### src/rtl/id_exe.sv
// ID/EXE pipeline register: bubbles on stall/flush, holds on downstream wait.
// Optional ID_EXE_BUBBLE_CNT_EN adds a load-use bubble counter output.
module id_exe #(
    parameter int ADDR_W  = 32,
    parameter int DATA_W  = 32,
    parameter int RADDR_W = 5
) (
    input  logic               clk_i,
    input  logic               rst_i,
    input  logic [DATA_W-1:0]  inst_i,
    input  logic [ADDR_W-1:0]  inst_addr_i,
    input  logic [DATA_W-1:0]  op1_i,
    input  logic [DATA_W-1:0]  op2_i,
    input  logic               reg_we_i,
    input  logic [RADDR_W-1:0] reg_waddr_i,
    input  logic               stallreq_i,
    input  logic               hold_i,
    input  logic               flush_i,
    output logic [DATA_W-1:0]  inst_o,
    output logic [ADDR_W-1:0]  inst_addr_o,
    output logic [DATA_W-1:0]  op1_o,
    output logic [DATA_W-1:0]  op2_o,
    output logic               reg_we_o,
    output logic [RADDR_W-1:0] reg_waddr_o,
    output logic               valid_o,
    output logic               pre_inst_is_load_o,
    output logic [RADDR_W-1:0] exe_rd_o,
`ifdef ID_EXE_BUBBLE_CNT_EN
    output logic [31:0]        bubble_cnt_o,
`endif
    output logic [1:0]         state_o
);

    localparam logic [DATA_W-1:0] NOP = DATA_W'(32'h0000_0013);
    localparam logic [6:0] OPC_LOAD = 7'b0000011;

    typedef enum logic [1:0] {
        EMPTY = 2'd0,
        FULL  = 2'd1,
        LUBUB = 2'd2,
        ILL   = 2'd3
    } state_t;

    state_t state;

    // Flush and the unreachable encoding both collapse the slot to a bubble.
    always_ff @(posedge clk_i or posedge rst_i) begin
        if (rst_i) begin
            state       <= EMPTY;
            inst_o      <= NOP;
            inst_addr_o <= '0;
            op1_o       <= '0;
            op2_o       <= '0;
            reg_we_o    <= 1'b0;
            reg_waddr_o <= '0;
            valid_o     <= 1'b0;
        end else if (flush_i || state == ILL) begin
            state       <= EMPTY;
            inst_o      <= NOP;
            inst_addr_o <= '0;
            op1_o       <= '0;
            op2_o       <= '0;
            reg_we_o    <= 1'b0;
            reg_waddr_o <= '0;
            valid_o     <= 1'b0;
        end else if (!hold_i) begin
            if (stallreq_i) begin
                state       <= LUBUB;
                inst_o      <= NOP;
                inst_addr_o <= '0;
                op1_o       <= '0;
                op2_o       <= '0;
                reg_we_o    <= 1'b0;
                reg_waddr_o <= '0;
                valid_o     <= 1'b0;
            end else begin
                state       <= FULL;
                inst_o      <= inst_i;
                inst_addr_o <= inst_addr_i;
                op1_o       <= op1_i;
                op2_o       <= op2_i;
                reg_we_o    <= reg_we_i;
                reg_waddr_o <= reg_waddr_i;
                valid_o     <= 1'b1;
            end
        end
    end

`ifdef ID_EXE_BUBBLE_CNT_EN
    // Only load-use bubbles are counted; flush bubbles are not.
    always_ff @(posedge clk_i or posedge rst_i) begin
        if (rst_i) begin
            bubble_cnt_o <= '0;
        end else if (!flush_i && state != ILL && !hold_i && stallreq_i) begin
            bubble_cnt_o <= bubble_cnt_o + 32'd1;
        end
    end
`endif

    assign state_o = state;

    assign pre_inst_is_load_o = valid_o
                             && (inst_o[6:0] == OPC_LOAD)
                             && (reg_waddr_o != '0);

    assign exe_rd_o = valid_o ? reg_waddr_o : '0;

endmodule

### config.mk
export PLATFORM = sky130hd
export DESIGN_NAME = id_exe
export DESIGN_NICKNAME = d
export VERILOG_FILES = /design/src/rtl/id_exe.sv
export SDC_FILE = /design/constraint.sdc
export NUM_CORES = 1
export LEC_CHECK = 0
export ABC_AREA = 1
export BUFFER_PORTS_ARGS = -buffer_cell sky130_fd_sc_hd__buf_2
export CORE_ASPECT_RATIO = 0.7
export CORE_MARGIN = 8
export CORE_UTILIZATION = 50
export DETAILED_ROUTE_END_ITERATION = 10
export GPL_TIMING_DRIVEN = 0
export PLACE_DENSITY = 0.92
export SYNTH_ARGS = -nofsm -noshare
export SYNTH_HDL_FRONTEND = slang
export SYNTH_SLANG_ARGS = --single-unit
### constraint.sdc
create_clock -name clk_i -period 10.6 [get_ports clk_i]
set_clock_uncertainty 0.1 [all_clocks]
set_input_delay 1.59 -clock clk_i [delete_from_list [all_inputs] [get_ports clk_i]]
set_output_delay 1.59 -clock clk_i [all_outputs]
set_load 0.005 [all_outputs]
# ---- Word-level counts from Yosys, hierarchy flattened
# Cells that the tools add are included.
dict set report op_classes {
  addsub 0
  mul 0
  n_div 0
  n_lt_le_gt_ge 0
  eq_ne 3
  n_shift 0
  mux 25
  n_bitwise 0
  reduce_logical 4
}
# cell count
set op_table {}
lappend op_table {{two-way mux 32 bit} 12}
lappend op_table {{two-way mux 5 bit} 4}
lappend op_table {{equality test 7 x 2 -> 1 bit, second input constant} 1}
lappend op_table {{two-way mux 1 bit} 6}
lappend op_table {{two-way mux 2 bit} 3}
lappend op_table {{nonzero test 5 bit} 1}
lappend op_table {{equality test 2 bit, second input constant} 1}
lappend op_table {{logical AND 1 bit} 2}
lappend op_table {{!= test 2 x 1 -> 1 bit, second input constant} 1}
lappend op_table {{logical OR 1 bit} 1}
dict set report word_totals {
  regBits 137
  latchBits 0
  ramBits 0
  rom_bits 0
  input_bits 139
  output_inout_bits 143
  wordCells 40
  n_memories 0
}

# ---- Logic depth before layout (Yosys ltp)
dict set report depth {
  ltp_word 3
  ltp_mapped 7
  depth_no_buf 5
}

# ---- Least setup slack after synthesis
# OpenSTA, ideal clock, no wires.
dict set report synth_path {
  path_kind {register to output}
  from {reg inst_o[1]}
  to {out pre_inst_is_load_o}
  arrival_ns 0.809
  t_required_ns 8.910
  setup_slack_ns 8.101
  stages_incl_launch_ff 5
  path_cell_list {dfstp_2 > nand2_1 > nor2_1 > nand2_1 > nor2_1}
}
dict set report synth_via {
  elab_chain_len 3
}
# element line
set synth_lines {}
lappend synth_lines {{start: declaration} 19} ;# output logic [DATA_W-1:0] inst_o,
lappend synth_lines {{start signal: assignment} 78} ;# inst_o <= inst_i;
lappend synth_lines {{equality test 7 x 2 -> 1 bit} 103} ;# && (inst_o[6:0] == OPC_LOAD)
lappend synth_lines {{logical AND 1 bit} 103}
lappend synth_lines {{logical AND 1 bit} 104} ;# && (reg_waddr_o != '0);
lappend synth_lines {{end: declaration} 26} ;# output logic pre_inst_is_load_o,
# Every way passes these cells.

# ---- Worst setup path after layout
dict set report layout_path {
  from {reg inst_o[0]}
  to {out pre_inst_is_load_o}
}
# Same word-level chain as after synthesis.

==> impl_results.md <==
* Run status: complete, no violations
* GR Util All Layers at 0.2521
* Longest individual stage delay on the worst path at 540 ps
* Placeable core region at 12420 um2
* Final Worst Setup Slack at 7498 ps
* Worst-case setup slack after placement at 7736 ps
* Total number of placement rows at 34
* Iteration-0 DRC Markers at around 450
* Worst max-slew margin expressed relative to the limit at 0.6365
* Critical-path top delay cell: dfstp_2
* Final-layout worst hold slack at 436.5 ps
* Cell area after technology mapping at 6377 um2
* Leading cell type in the layout, fill and taps excluded: buf_2
* Detailed-routing iteration count for the pre-antenna-repair pass at 7
* Reported leakage power at between 4 and 5 nW
* Cell Area, Placed at 8014 um2
* DRC violations left at 0
* Compound-Gate Fraction of Synth Area at 0.1597
* CTS tree: built
* Simple-gate area share of the yosys netlist at 0.2278
* Adder and majority gate portion of the synthesized area at 0
* Vert. Die Dim at 110.5 um
* Total Nets Final at 1094
* Count of distinct cell types in the synthesized netlist at 17
* Worst endpoint data arrival time at about 1400 ps
* Most frequent cells in the layout: buf_2, nand2_1, dfrtp_1
* Crit path buffers/inverters at 1
* Die X-Extent at 151.0 um
* Area of combinational cells with multiple inputs at 2471 um2
* Placer congestion estimate at 0.8763
* Sequential element share of the synthesized area at 0.5342
* Count of instances resized after the clock tree is built at 0
* Top Usage Layer GRT: met2
* Clock Tree Buf Depth at 2
* YS warnings at 0
* Xor/xnor share of the synthesized area at 0
* Post-Synthesis Net Count at just under 800
* Overflow left after global routing at 0
* Vias in the first global route at 6452
* Final clock period utilization by the worst path at 0.2927
* Overall power at between 0.001 and 0.0015 W
* Launching element type of the critical path: flip-flop
* Setup-violating endpoint count in the final report at 0
* Number of hold-repair buffers added at the cts stage at 0
* Half-perimeter wire length of the detailed placement result at 15760 um
* Setup TNS after final layout at 0 ps
* Antenna violations before repair at 1
* Area growth from synthesis to layout at 35.26%
* Clock period minus final worst setup slack at 3102 ps
* Combined flip-flop and latch cell area at 3407 um2
* Required time of the worst setup path at 8910 ps
* Mapped Avg Cell Area at 9.736 um2
* Number of post-CTS setup repair buffers at 0
* Wire length of the first global-routing pass at roughly 34000 um
* Clock latency on the worst-skew pair at 400 ps
* Transition time at the pin with the least slew margin at 545.3 ps
* CP Capture Type: output port
* Number of routed nets with antenna violations at 0
* Clock root buffer: clkbuf_16
* Dominant cells by area after synthesis: dfrtp_1, nand4_1, o21ai_2
* PD cells at approximately 150 nW/um2
* Routed wirelength normalized by instance count at 19.05 um
* Final Instance Area at 8626 um2
* Cts bufs inserted at 17
* Final Routed Wirelength at 21530 um
* Area share of the largest cell type after synthesis at 0.5219
* CTS sink count at 136
* Mux cell area share after synthesis at 0
* Routing usage on met2 at 0.4107
* Layout cell share with drive strength beyond 1 at 0.4809
* Instance count of the mapped netlist at 655
* Max capacitance violation total at 0
* Met3 usage in global routing at 0.06688
* I/O pin count at 282
* Cell-by-cell trace of the critical path: nand2_1, nor2_1, nand2_1, nor2_1, buf_2
* CP Max Fanout at 3
* Final max-slew violation count at 0
* Setup CP Type: flip-flop to output port
* # port buffers at 280
* Main combinational cell family by area after synthesis: simple AND/OR/NAND/NOR gates
* Largest net degree at the start of global routing at 81
* Area of the die at 16680 um2
* RSZ-0062 raised after global routing: false
* Htree depth at 4
* Routed vias/inst at 5.661
* FMAX at about 320 MHz
* Largest delay contributor family on the critical path: flip-flops
* Clock Pin Slew Worst Setup and Hold Paths at 60 ps
* Via Count at 6397
* Number of filler cells placed in the layout at between 900 and 1000
* Cell type contributing the most total cell area after synthesis: dfrtp_1
* Peak supply drop at 0.0001066 V
* Type of the tightest min-delay check: flip-flop to flip-flop
* Final Hold Violating Endpoints at 0
* Met1 routing resource usage after global routing at 0.3184
* #FFs+latches synth at 136
* Starting utilization of the core area at 0.5134
==> stage by stage <==
step / instances / utilization
final: 1130 / 0.6944
after global routing: 1130 / 0.6944
after CTS: 1129 / 0.6942
after detailed placement: 1098 / 0.6451
after global placement: 1097 / 0.6425
after floorplan: 655 / -
==> area by class of cell <==
type                            instances  area share
Sequential cell                       136      0.3950
Clock inverter                         13     0.01973
Inverter                               15    0.007108
Antenna cell                            1   0.0002901
Multi-Input combinational cell        430      0.2865
Timing Repair Buffer                  281      0.1657
Clock buffer                           18     0.05091
Buffer                                 74     0.05135
Tap cell                              162     0.02350
==> worst paths after layout <==
kind,from,end,slack (ps),cells past startpoint
setup reg to reg,state_o[0],op1_o[4],9040,6
min in group asynchronous,rst_i,op1_o[27],1140,2
hold reg to reg,op1_o[11],op1_o[11],440,2
setup / recovery,inst_o[0],pre_inst_is_load_o,7500,5
max in group asynchronous,rst_i,inst_o[1],8480,3
hold / removal,op1_o[11],op1_o[11],440,2
==> Yosys cell counts <==
| cell | n |
|---|---|
| a21oi_1 | 1 |
| buf_1 | 2 |
| buf_2 | 36 |
| buf_4 | 6 |
| buf_6 | 13 |
| clkbuf_1 | 17 |
| dfrtp_1 | 133 |
| dfstp_2 | 3 |
| inv_1 | 13 |
| inv_2 | 2 |
| nand2_1 | 151 |
| nand2_4 | 1 |
| nand3_4 | 1 |
| nand4_1 | 131 |
| nor2_1 | 10 |
| o21ai_0 | 45 |
| o21ai_2 | 90 |
==> state kept, by name (all words and copies together) (netlist names) <==
signal       cells
inst_addr_o     32
inst_o          32
op1_o           32
op2_o           32
reg_waddr_o      5
state_o          2
reg_we_o         1
==> kinds of logic after synthesis <==
| logic type | after synthesis |
|---|---|
| buffers and inverters | 89 |
| flip-flops | 136 |
| AO/OA/AOI/OAI | 136 |
| AND/OR/NAND/NOR | 294 |
==> power breakdown <==
part | leakage [nW] | internal [W] | switching [W]
Combinational | 2.44 | 0.0000620 | 0.0000962
Sequential | 1.85 | 0.000539 | 0.0000126
Clock | 0.289 | 0.000378 | 0.000235
==> routing by layer <==
layer,share of wire,vias up
li1,-,2916
met1,0.39,3110
met2,0.49,336
met3,0.10,35
met4,0.019,0
met5,0,-
==> worst min-delay path: stages, from the launching register on <==
cell     delay, ps
dfrtp_1        340
nand4_1        100
o21ai_2         60
(Power assumes the default switching activity.)
